### config.mk
export PLATFORM = sky130hd
export DESIGN_NAME = clk_div_sched
export DESIGN_NICKNAME = d
export VERILOG_FILES = /design/src/rtl/clk_div_sched.sv
export SDC_FILE = /design/constraint.sdc
export NUM_CORES = 1
export LEC_CHECK = 0
export CAP_MARGIN = 0
export CORE_ASPECT_RATIO = 1.4
export CORE_MARGIN = 2
export CORE_UTILIZATION = 63
export DETAILED_ROUTE_END_ITERATION = 16
export DONT_BUFFER_PORTS = 1
export PLACE_DENSITY = 0.79
export SLEW_MARGIN = 20
export SYNTH_ARGS = -nofsm -noshare
export SYNTH_HDL_FRONTEND = slang
export SYNTH_SLANG_ARGS = --single-unit
export TNS_END_PERCENT = 100
### constraint.sdc
create_clock -name clk -period 4 [get_ports clk]
set_clock_uncertainty 0.2 [all_clocks]
set_input_delay 0.8 -clock clk [delete_from_list [all_inputs] [get_ports clk]]
set_output_delay 0.8 -clock clk [all_outputs]
set_load 0.02 [all_outputs]
### src/rtl/clk_div_sched.sv
// Runtime-programmable clock divider: one-cycle enable strobe plus square divided clock.
// Ratio changes are staged and applied only at a period boundary, so no period is truncated.
module clk_div_sched #(
  parameter int unsigned CNT_W   = 8,
  parameter int unsigned DEF_DIV = 6,
  parameter int unsigned PER_W   = 16
) (
  input  logic             clk,
  input  logic             rst,
  input  logic             start,
  input  logic             stop,
  input  logic             div_load,
  input  logic [CNT_W-1:0] div_val,
  output logic             div_busy,
  output logic             load_err,
  output logic             running,
  output logic             clk_en,
  output logic             clk_div,
  output logic [PER_W-1:0] periods
);

  typedef enum logic [1:0] {
    IDLE = 2'd0,
    RUN  = 2'd1,
    PEND = 2'd2
  } state_e;

  localparam logic [CNT_W-1:0] DEF_N = CNT_W'(DEF_DIV);

  state_e             state_q, state_d;
  logic [CNT_W-1:0]   cnt_q, cnt_d;
  logic [CNT_W-1:0]   n_q, n_d;
  logic [CNT_W-1:0]   s_q, s_d;
  logic               stop_pend_q, stop_pend_d;
  logic [PER_W-1:0]   periods_q, periods_d;
  logic               load_err_q, load_err_d;
  logic               load_ok;
  logic               active;
  logic               boundary;

  // Legal ratios are 2 and above: any bit set above bit 0.
  assign load_ok  = (div_val[CNT_W-1:1] != '0);
  assign active   = (state_q != IDLE);
  assign boundary = active && (cnt_q == n_q - 1'b1);

  always_comb begin
    state_d     = state_q;
    cnt_d       = cnt_q;
    n_d         = n_q;
    s_d         = s_q;
    stop_pend_d = stop_pend_q;
    periods_d   = periods_q;
    load_err_d  = 1'b0;

    case (state_q)
      IDLE: begin
        cnt_d = '0;
        if (start && !stop) begin
          state_d   = RUN;
          periods_d = '0;
        end
        if (div_load) begin
          if (load_ok) n_d = div_val;
          else         load_err_d = 1'b1;
        end
      end
      default: begin
        if (boundary) begin
          cnt_d     = '0;
          periods_d = periods_q + 1'b1;
          if (state_q == PEND) begin
            n_d     = s_q;
            state_d = RUN;
          end
        end else begin
          cnt_d = cnt_q + 1'b1;
        end

        // A load sampled in a RUN boundary is staged for the following boundary.
        if (div_load) begin
          if (load_ok && state_q == RUN) begin
            s_d     = div_val;
            state_d = PEND;
          end else begin
            load_err_d = 1'b1;
          end
        end

        if (stop) stop_pend_d = 1'b1;
        if (boundary && stop_pend_q) begin
          state_d     = IDLE;
          stop_pend_d = 1'b0;
        end
      end
    endcase
  end

  always_ff @(posedge clk) begin
    if (rst) begin
      state_q     <= IDLE;
      cnt_q       <= '0;
      n_q         <= DEF_N;
      s_q         <= '0;
      stop_pend_q <= 1'b0;
      periods_q   <= '0;
      load_err_q  <= 1'b0;
    end else begin
      state_q     <= state_d;
      cnt_q       <= cnt_d;
      n_q         <= n_d;
      s_q         <= s_d;
      stop_pend_q <= stop_pend_d;
      periods_q   <= periods_d;
      load_err_q  <= load_err_d;
    end
  end

  assign running  = active;
  assign div_busy = (state_q == PEND);
  assign clk_en   = boundary;
  assign clk_div  = active && (cnt_q < (n_q >> 1));
  assign load_err = load_err_q;
  assign periods  = periods_q;

endmodule

After elaboration in Yosys (flattened, before gate mapping)
Index checks and enable logic that the tools add are counted.

Bits in registers: 44. Input bits: 13. Output and inout port bits: 21. Logic and storage cells: 57.

Add/sub/neg operators: 3. $lt $le $gt $ge: 1. Equality and inequality tests: 6. Muxes and demuxes: 22. Bitwise operators: 1. Reductions and logical operators: 17.

Operators with widths (count): 16-bit two-way mux (3); 8-bit two-way mux (5); 16-bit by 1-bit adder with 16-bit output, second input constant (1); 2-bit two-way mux (7); 8-bit by 1-bit adder with 8-bit output, second input constant (1); 8-bit equality test (1); 8-bit by 7-bit < comparator with 1-bit output (1); 2-bit nonzero test (4); 8-bit by 1-bit subtractor with 8-bit output, second input constant (1); 1-bit two-way mux (7); 7-bit nonzero test (1); 2-bit != test, second input constant (3); 1-bit logical AND (5); 2-bit AND reduction (2); 4-bit AND reduction (1); 3-bit AND reduction (1); 3-bit OR reduction (1); 2-bit by 1-bit equality test with 1-bit output, second input constant (1); 2-bit equality test, second input constant (1); 2-bit zero test (1); 1-bit zero test (1); 1-bit inverter (1).

Longest topological paths before layout
Gate-level depths: netlist of the first run.

Depth after elaboration: 8. Depth in mapped cells: 12. Depth with buffers taken out: 10.

Worst setup path before layout of the first run
OpenSTA, ideal clock, no wires.

Path kind: register -> output. From: register n_q[2]. To: output clk_div. Arrival: 2.648 ns. Required time: 3.000 ns. Path slack: 0.352 ns. Stages on the path, launching flop included: 9. Path buffers: 0. Cells stage by stage: dfxtp_1 inv_1 ha_1 a21o_1 a21o_1 a21o_1 a21o_1 a21o_1 a2111oi_0.

Longest elaborated chain between the ends: 2.

RTL lines: start, declared (line 32) `logic [CNT_W-1:0] n_q, n_d;`; start signal, assigned (line 110) `n_q <= n_d;`; 8-bit by 7-bit < comparator with 1-bit output (line 121) `assign clk_div = active && (cnt_q < (n_q >> 1));`; 1-bit logical AND (line 121); end, declared (line 18) `output logic clk_div,`.

No other way between the ends.

Worst setup path in the final report of the first run
From: register n_q[0]. To: output clk_en.

Longest elaborated chain between the ends: 3.

RTL lines: 8-bit by 1-bit subtractor with 8-bit output (line 44) `assign boundary = active && (cnt_q == n_q - 1'b1);`; 8-bit equality test (line 44); 1-bit logical AND (line 44); end, declared (line 17) `output logic clk_en,`.

No other way between the ends.

==> flow_summary.ini, run 1 <==
[outcome]
status = finished, final reports clean

[power_and_ir_drop]
cellPowerDensity_nw_per_um2 = 360.6
peakVddDrop_v = 0.0003154
p_leak_nw = 1.033
finalPower_mw = 0.9447

[setup_path]
cp_num_buf_inv = 2
cp_slowest_cell = dfxtp_1
worstPathArrival_ps = 2660
cp_data_required_time_ps = 3000
endpoint_kind = primary output
worst_setup_path_start_kind = flop
slowest_delay_ps = 410
crit_chain = inv_1 > ha_1 > o21ba_2 > a221oi_1 > a41oi_1 > a211oi_4 > nand2_2 > inv_2
cp_top_family = compound AO/OA/AOI/OAI gates
crit_path_max_fanout = 16
worstSetupPathType = reg2out

[clock_network]
cts_buffers = 5
clk_latency_ps = 310
clock_sinks = 44
path_clk_slew_ps = 90
cts-resized-gates = 0
root_buffer = clkbuf_8
clockBufferDepth = 2
htree_num_levels = 2
cts_tree = done

[sta]
worst_slack_ps = 339.9
post-route-period-util_pct = 91.50
hold_violations = 0
slew_headroom_pct = 49.38
final-setup-viol-count = 0
finalSetupTns_ps = 0
fin_crit_ps = 3660
tightest_slew_ps = 759.3
fmax_mhz = 273.2
slew_viol_final = 0
hold-worst-slack_ps = 257.3
rsz0062_at_grt = false

[floorplanning]
coreArea_um2 = 3709
num_rows = 26
dieArea_um2 = 4434
fp.dieH_um = 77.99
die_w_um = 56.85
ioPinCount = 34
initial_utilization_pct = 66.43

[place]
pre_cts_ws_ps = 488.1
postPlaceCellArea_um2 = 2469
hpwl_um = 3939
port_buffers = 0
gp_congestion = 0.8905
place_inst = 318

[global_route]
grt_remaining_overflow = 0
antenna_found_initial = 0
grt_pass1_vias = 2011
grt_max_degree = 40
grtUsageTotal_pct = 26.57
grt_pass1_wl_um = 9273

[detailed_routing]
wl_um = 5521
postRouteAntennaNets = 0
vias = 2060
vias_per_cell = 6.242
drc_errors = 0
first_iter_violations = 93
wire_per_inst_um = 16.73
dr.pass1.iters = 4

[synthesis]
synth_nets = 309
synth_edf_count = 0
syn_area_um2 = 2464
ys_types = 55
async_flop_share_pct = 0
ys_warn_count = 0
yosysSeqAreaShare_pct = 35.75
synth-seq-cells = 44
synthFlopType = dfxtp_1
syn_inst = 287
syn_avg_cell_area_um2 = 8.584

[min_path]
hold_path.class = reg2reg

[layout]
post-route-util_pct = 70.65
n_antenna_cell = 0
final_net_count = 309
fillers = 319
fin_area_um2 = 2620
drive_above_1_share_pct = 10.07
syn2layout_area_growth_pct = 6.348
final-instance-count-excl-fill = 330

[run]
max_cap_violations = 0
Yosys cell counts, types with 2 or more instances:
cell type / n / area share, %
a41oi_1: 2 / 0.71
nand2_1: 15 / 2.3
inv_1: 10 / 1.5
o21bai_1: 2 / 0.61
ha_1: 9 / 4.6
buf_2: 3 / 0.61
clkbuf_1: 8 / 1.2
a2111oi_0: 4 / 1.4
nor3_1: 2 / 0.41
or2_2: 2 / 0.51
a21boi_0: 2 / 0.61
nor2_1: 35 / 5.3
dfxtp_1: 44 / 36
nor2b_1: 2 / 0.51
a31oi_1: 5 / 1.3
nand3_1: 25 / 5.1
o21ai_0: 2 / 0.41
a21oi_1: 10 / 2.0
mux2i_1: 9 / 3.7
nand2b_1: 3 / 0.76
a211oi_1: 12 / 3.7
and2_1: 10 / 2.5
nor3b_1: 4 / 1.2
nand4_1: 2 / 0.51
or3_1: 6 / 1.5
a21o_1: 6 / 1.8
xor2_1: 15 / 5.3
a211oi_2: 2 / 1.0
xnor2_1: 3 / 1.1
and3_1: 5 / 1.3
nor4_1: 4 / 1.0
kinds of logic (layout without fill, tap and decap cells):
family | after synthesis | count (layout) | share of synthesized area, %
xor+xnor | 18 | 18 | 6.400
fa+ha+maj | 9 | 9 | 4.571
mux | 10 | 10 | 4.114
simple gates | 123 | 123 | 25.90
flops | 44 | 44 | 35.75
compound gates | 58 | 58 | 18.84
buf+inv | 25 | 26 | 4.418
final timing paths:
path | slack, ps | cells past startpoint | startpoint | endpoint
worst min-delay path | 260 | 2 | s_q[0] | s_q[0]
worst max register to register | 750 | 10 | n_q[0] | n_q[3]
worst max-delay path | 340 | 8 | n_q[0] | clk_en
worst min register to register | 260 | 2 | s_q[0] | s_q[0]
cell type report:
class / instances / area [µm²] / area share, %
Clock buffer: 6 / 82.58 / 3.152
Clock inverter: 2 / 38.79 / 1.480
Inverter: 12 / 45.04 / 1.719
Multi-Input combinational cell: 218 / 1475 / 56.30
Sequential cell: 44 / 880.8 / 33.62
Tap cell: 42 / 52.55 / 2.006
Timing Repair Buffer: 6 / 45.04 / 1.719
power breakdown:
part	switching, mW	total [mW]	internal (mW)	leakage [nW]
registers	0.0167	0.467	0.450	0.357
logic	0.0656	0.113	0.0469	0.614
clock network	0.161	0.365	0.204	0.0614
state kept, by name (all words and copies together) (netlist names):
register / flops
periods: 16
cnt_q: 8
n_q: 8
s_q: 8
state_q: 2
load_err: 1
stop_pend_q: 1
timing repair:
action                                  4_1_cts  5_1_grt
hold buffers                                  0        0
buffers inserted                              0        4
hold endpoints to repair                      0        0
endpoints found under the setup margin        0        1
metal layers:
| layer | vias to the layer above | part of all wire (%) | track usage [%] |
|---|---|---|---|
| li1 | 1037 | - | - |
| met1 | 968 | 41 | 31.32 |
| met2 | 46 | 52 | 44.42 |
| met3 | 9 | 5.1 | 7.667 |
| met4 | 0 | 1.8 | 11.40 |
| met5 | - | 0 | 0 |
cells in the final DEF, fill, tap and decap left out, types with 3 or more instances in the layout:
cell and n:
nor3b_1 4, inv_1 10, a31oi_1 5, a21oi_1 10, and3_1 5, nand2_1 15, dfxtp_1 44, ha_1 9
nand2b_1 3, a2111oi_0 3, xor2_1 15, nand3_1 25, a21o_1 6, nor2_1 35, or3_1 6, mux2i_1 9
xnor2_1 3, buf_4 6, and2_1 10, clkbuf_8 6, nor4_1 4, a211oi_1 12
worst reg2reg max path, delay by kind of cell (launching register included):
kind | cells | cell delay, ps
AND/OR/NAND/NOR | 2 | 640
buffers and inverters | 2 | 270
flip-flops | 1 | 410
adder cells (fa/ha/maj) | 1 | 310
AO/OA/AOI/OAI | 4 | 1190
XOR/XNOR | 1 | 160
(Power assumes the default switching activity.)
==> inputs of run 2 (changes only) <==
--- a/config.mk
+++ b/config.mk
@@ -8,10 +8,9 @@
 export CAP_MARGIN = 0
 export CORE_ASPECT_RATIO = 1.4
 export CORE_MARGIN = 2
-export CORE_UTILIZATION = 63
+export CORE_UTILIZATION = 35
 export DETAILED_ROUTE_END_ITERATION = 16
 export DONT_BUFFER_PORTS = 1
-export PLACE_DENSITY = 0.79
 export SLEW_MARGIN = 20
 export SYNTH_ARGS = -nofsm -noshare
 export SYNTH_HDL_FRONTEND = slang
==> flow_summary.ini, run 2 (synthesized netlist as in run 1, its figures left out) <==
[detailed_routing]
vias = 2060
wl_met2_um = 2983
wl_met1_um = 2367
drc_errors = 0
dr_wl_met3_um = 226
vias_per_cell = 5.421
first_iter_violations = 115
dr.pass1.iters = 4
wire_per_inst_um = 15.36
postRouteAntennaNets = 0
top_layer = met4
wl_um = 5836

[power_and_ir_drop]
p_leak_nw = 1.019
peakVddDrop_v = 0.0002280
cellPowerDensity_nw_per_um2 = 355.2

[setup_path]
crit_path_max_fanout = 12
endpoint_kind = primary output
cp_data_required_time_ps = 3000
slowest_delay_ps = 490
cp_slowest_cell = a211oi_4
worstSetupPathType = reg2out
worst_setup_path_start_kind = flop
worstPathArrival_ps = 2590
crit_chain = inv_1 > ha_1 > o21ba_2 > a221oi_1 > a41oi_1 > a211oi_4 > nand2_2 > inv_2

[layout]
final_net_count = 306
final_cell_mix = 44 x dfxtp_1, 35 x nor2_1, 25 x nand3_1, 15 x nand2_1, 15 x xor2_1
syn2layout_area_growth_pct = 8.329
n_antenna_cell = 0
largest_register_ffs = 16
fillers = 712
fin_area_um2 = 2669
layout_commonest_cell = dfxtp_1
drive_above_1_share_pct = 9.123

[clock_network]
cts_tree = done
clk_latency_ps = 300
cts_buffers = 5
cts-resized-gates = 0
htree_num_levels = 2
path_clk_slew_ps = 80
postCtsSetupRepairBufs = 0
cts_hold_buf = 0
clockBufferDepth = 2
root_buffer = clkbuf_8
clock_sinks = 44

[floorplanning]
fp.dieH_um = 103.3
coreArea_um2 = 6892
initial_utilization_pct = 35.75
die_w_um = 74.91
num_rows = 36
dieArea_um2 = 7735
ioPinCount = 34

[global_route]
grt_pass1_wl_um = 9308
grt_pass1_vias = 1930
grt_max_degree = 40
grt_remaining_overflow = 0
antenna_found_initial = 0
grtUsageTotal_pct = 15.71

[sta]
slew_viol_final = 0
rsz0062_at_grt = false
hold_violations = 0
fin_crit_ps = 3595
post-route-period-util_pct = 89.87
slew_headroom_pct = 44.62
final-setup-viol-count = 0
finalSetupTns_ps = 0
tightest_slew_ps = 830.7
fmax_mhz = 278.2

[place]
gp_congestion = 0.8516
postPlaceCellArea_um2 = 2542
port_buffers = 0
hpwl_um = 4280

[min_path]
hold_path.class = reg2reg

[run]
max_cap_violations = 0

[outcome]
status = finished, final reports clean
## run 2: cell types whose count changed in the layout (fill, tap and decap cells not counted)
cell	before	now
buf_4	6	3
clkbuf_8	6	7
clkinv_4	1	0
## run 2: path summary, 6_finish.rpt
| kind | startpoint | to | slack, ps | cells past startpoint |
|---|---|---|---|---|
| worst min register to register | s_q[0] | s_q[0] | 250 | 2 |
| worst max-delay path | n_q[0] | clk_en | 410 | 8 |
| worst min-delay path | s_q[0] | s_q[0] | 250 | 2 |
| worst max register to register | n_q[0] | n_q[2] | 540 | 9 |
## run 2: report_power, final
| part | switching (mW) | leakage (nW) | internal [mW] |
|---|---|---|---|
| sequential | 0.0163 | 0.357 | 0.450 |
| clock | 0.154 | 0.0645 | 0.221 |
| combinational | 0.0656 | 0.597 | 0.0418 |
| total | 0.236 | 1.02 | 0.712 |
## run 2: area by class of cell
class / count / area (µm²) / area share, %
Multi-Input combinational cell: 218 / 1475 / 55.27
Inverter: 12 / 45.04 / 1.688
Sequential cell: 44 / 880.8 / 33.01
Tap cell: 95 / 118.9 / 4.454
Timing Repair Buffer: 3 / 22.52 / 0.8439
Clock inverter: 1 / 30.03 / 1.125
Clock buffer: 7 / 96.34 / 3.610
## run 2: per-layer routing
layer | GRT usage [%] | vias to the layer above
li1 | - | 1030
met1 | 17.32 | 973
met2 | 27.13 | 38
met3 | 3.973 | 19
met4 | 8.516 | 0
met5 | 0 | -
## run 2: metrics by stage
step	instances	setup WS [ps]	util [%]	total power [mW]	hold WS (ps)
final	380	405.2	38.73	0.9480	249.2
after CTS	380	331.4	38.73	0.9581	248.0
after floorplan	287	352.5	-	0.5612	231.7
after global placement	372	524.4	36.89	0.5831	232.2
after global routing	380	102.2	38.73	0.9891	263.9
after detailed placement	372	481.5	36.89	0.5845	236.5
## run 2: worst max-delay path, delay by kind of cell, from the launching register on
kind                       cells  cell delay [ps]
AOI/OAI and AO/OA              4             1130
DFF                            1              420
buffers and inverters          2              340
adders and majority gates      1              320
and+or+nand+nor                1              100
==> inputs of run 3 (changes only) <==
--- a/config.mk
+++ b/config.mk
@@ -9,6 +9,7 @@
 export CORE_ASPECT_RATIO = 1.4
 export CORE_MARGIN = 2
 export CORE_UTILIZATION = 35
+export CTS_CLUSTER_SIZE = 8
 export DETAILED_ROUTE_END_ITERATION = 16
 export DONT_BUFFER_PORTS = 1
 export SLEW_MARGIN = 20
==> results of run 3 <==
Final layout, timing and power as in run 2 (identical DEF).
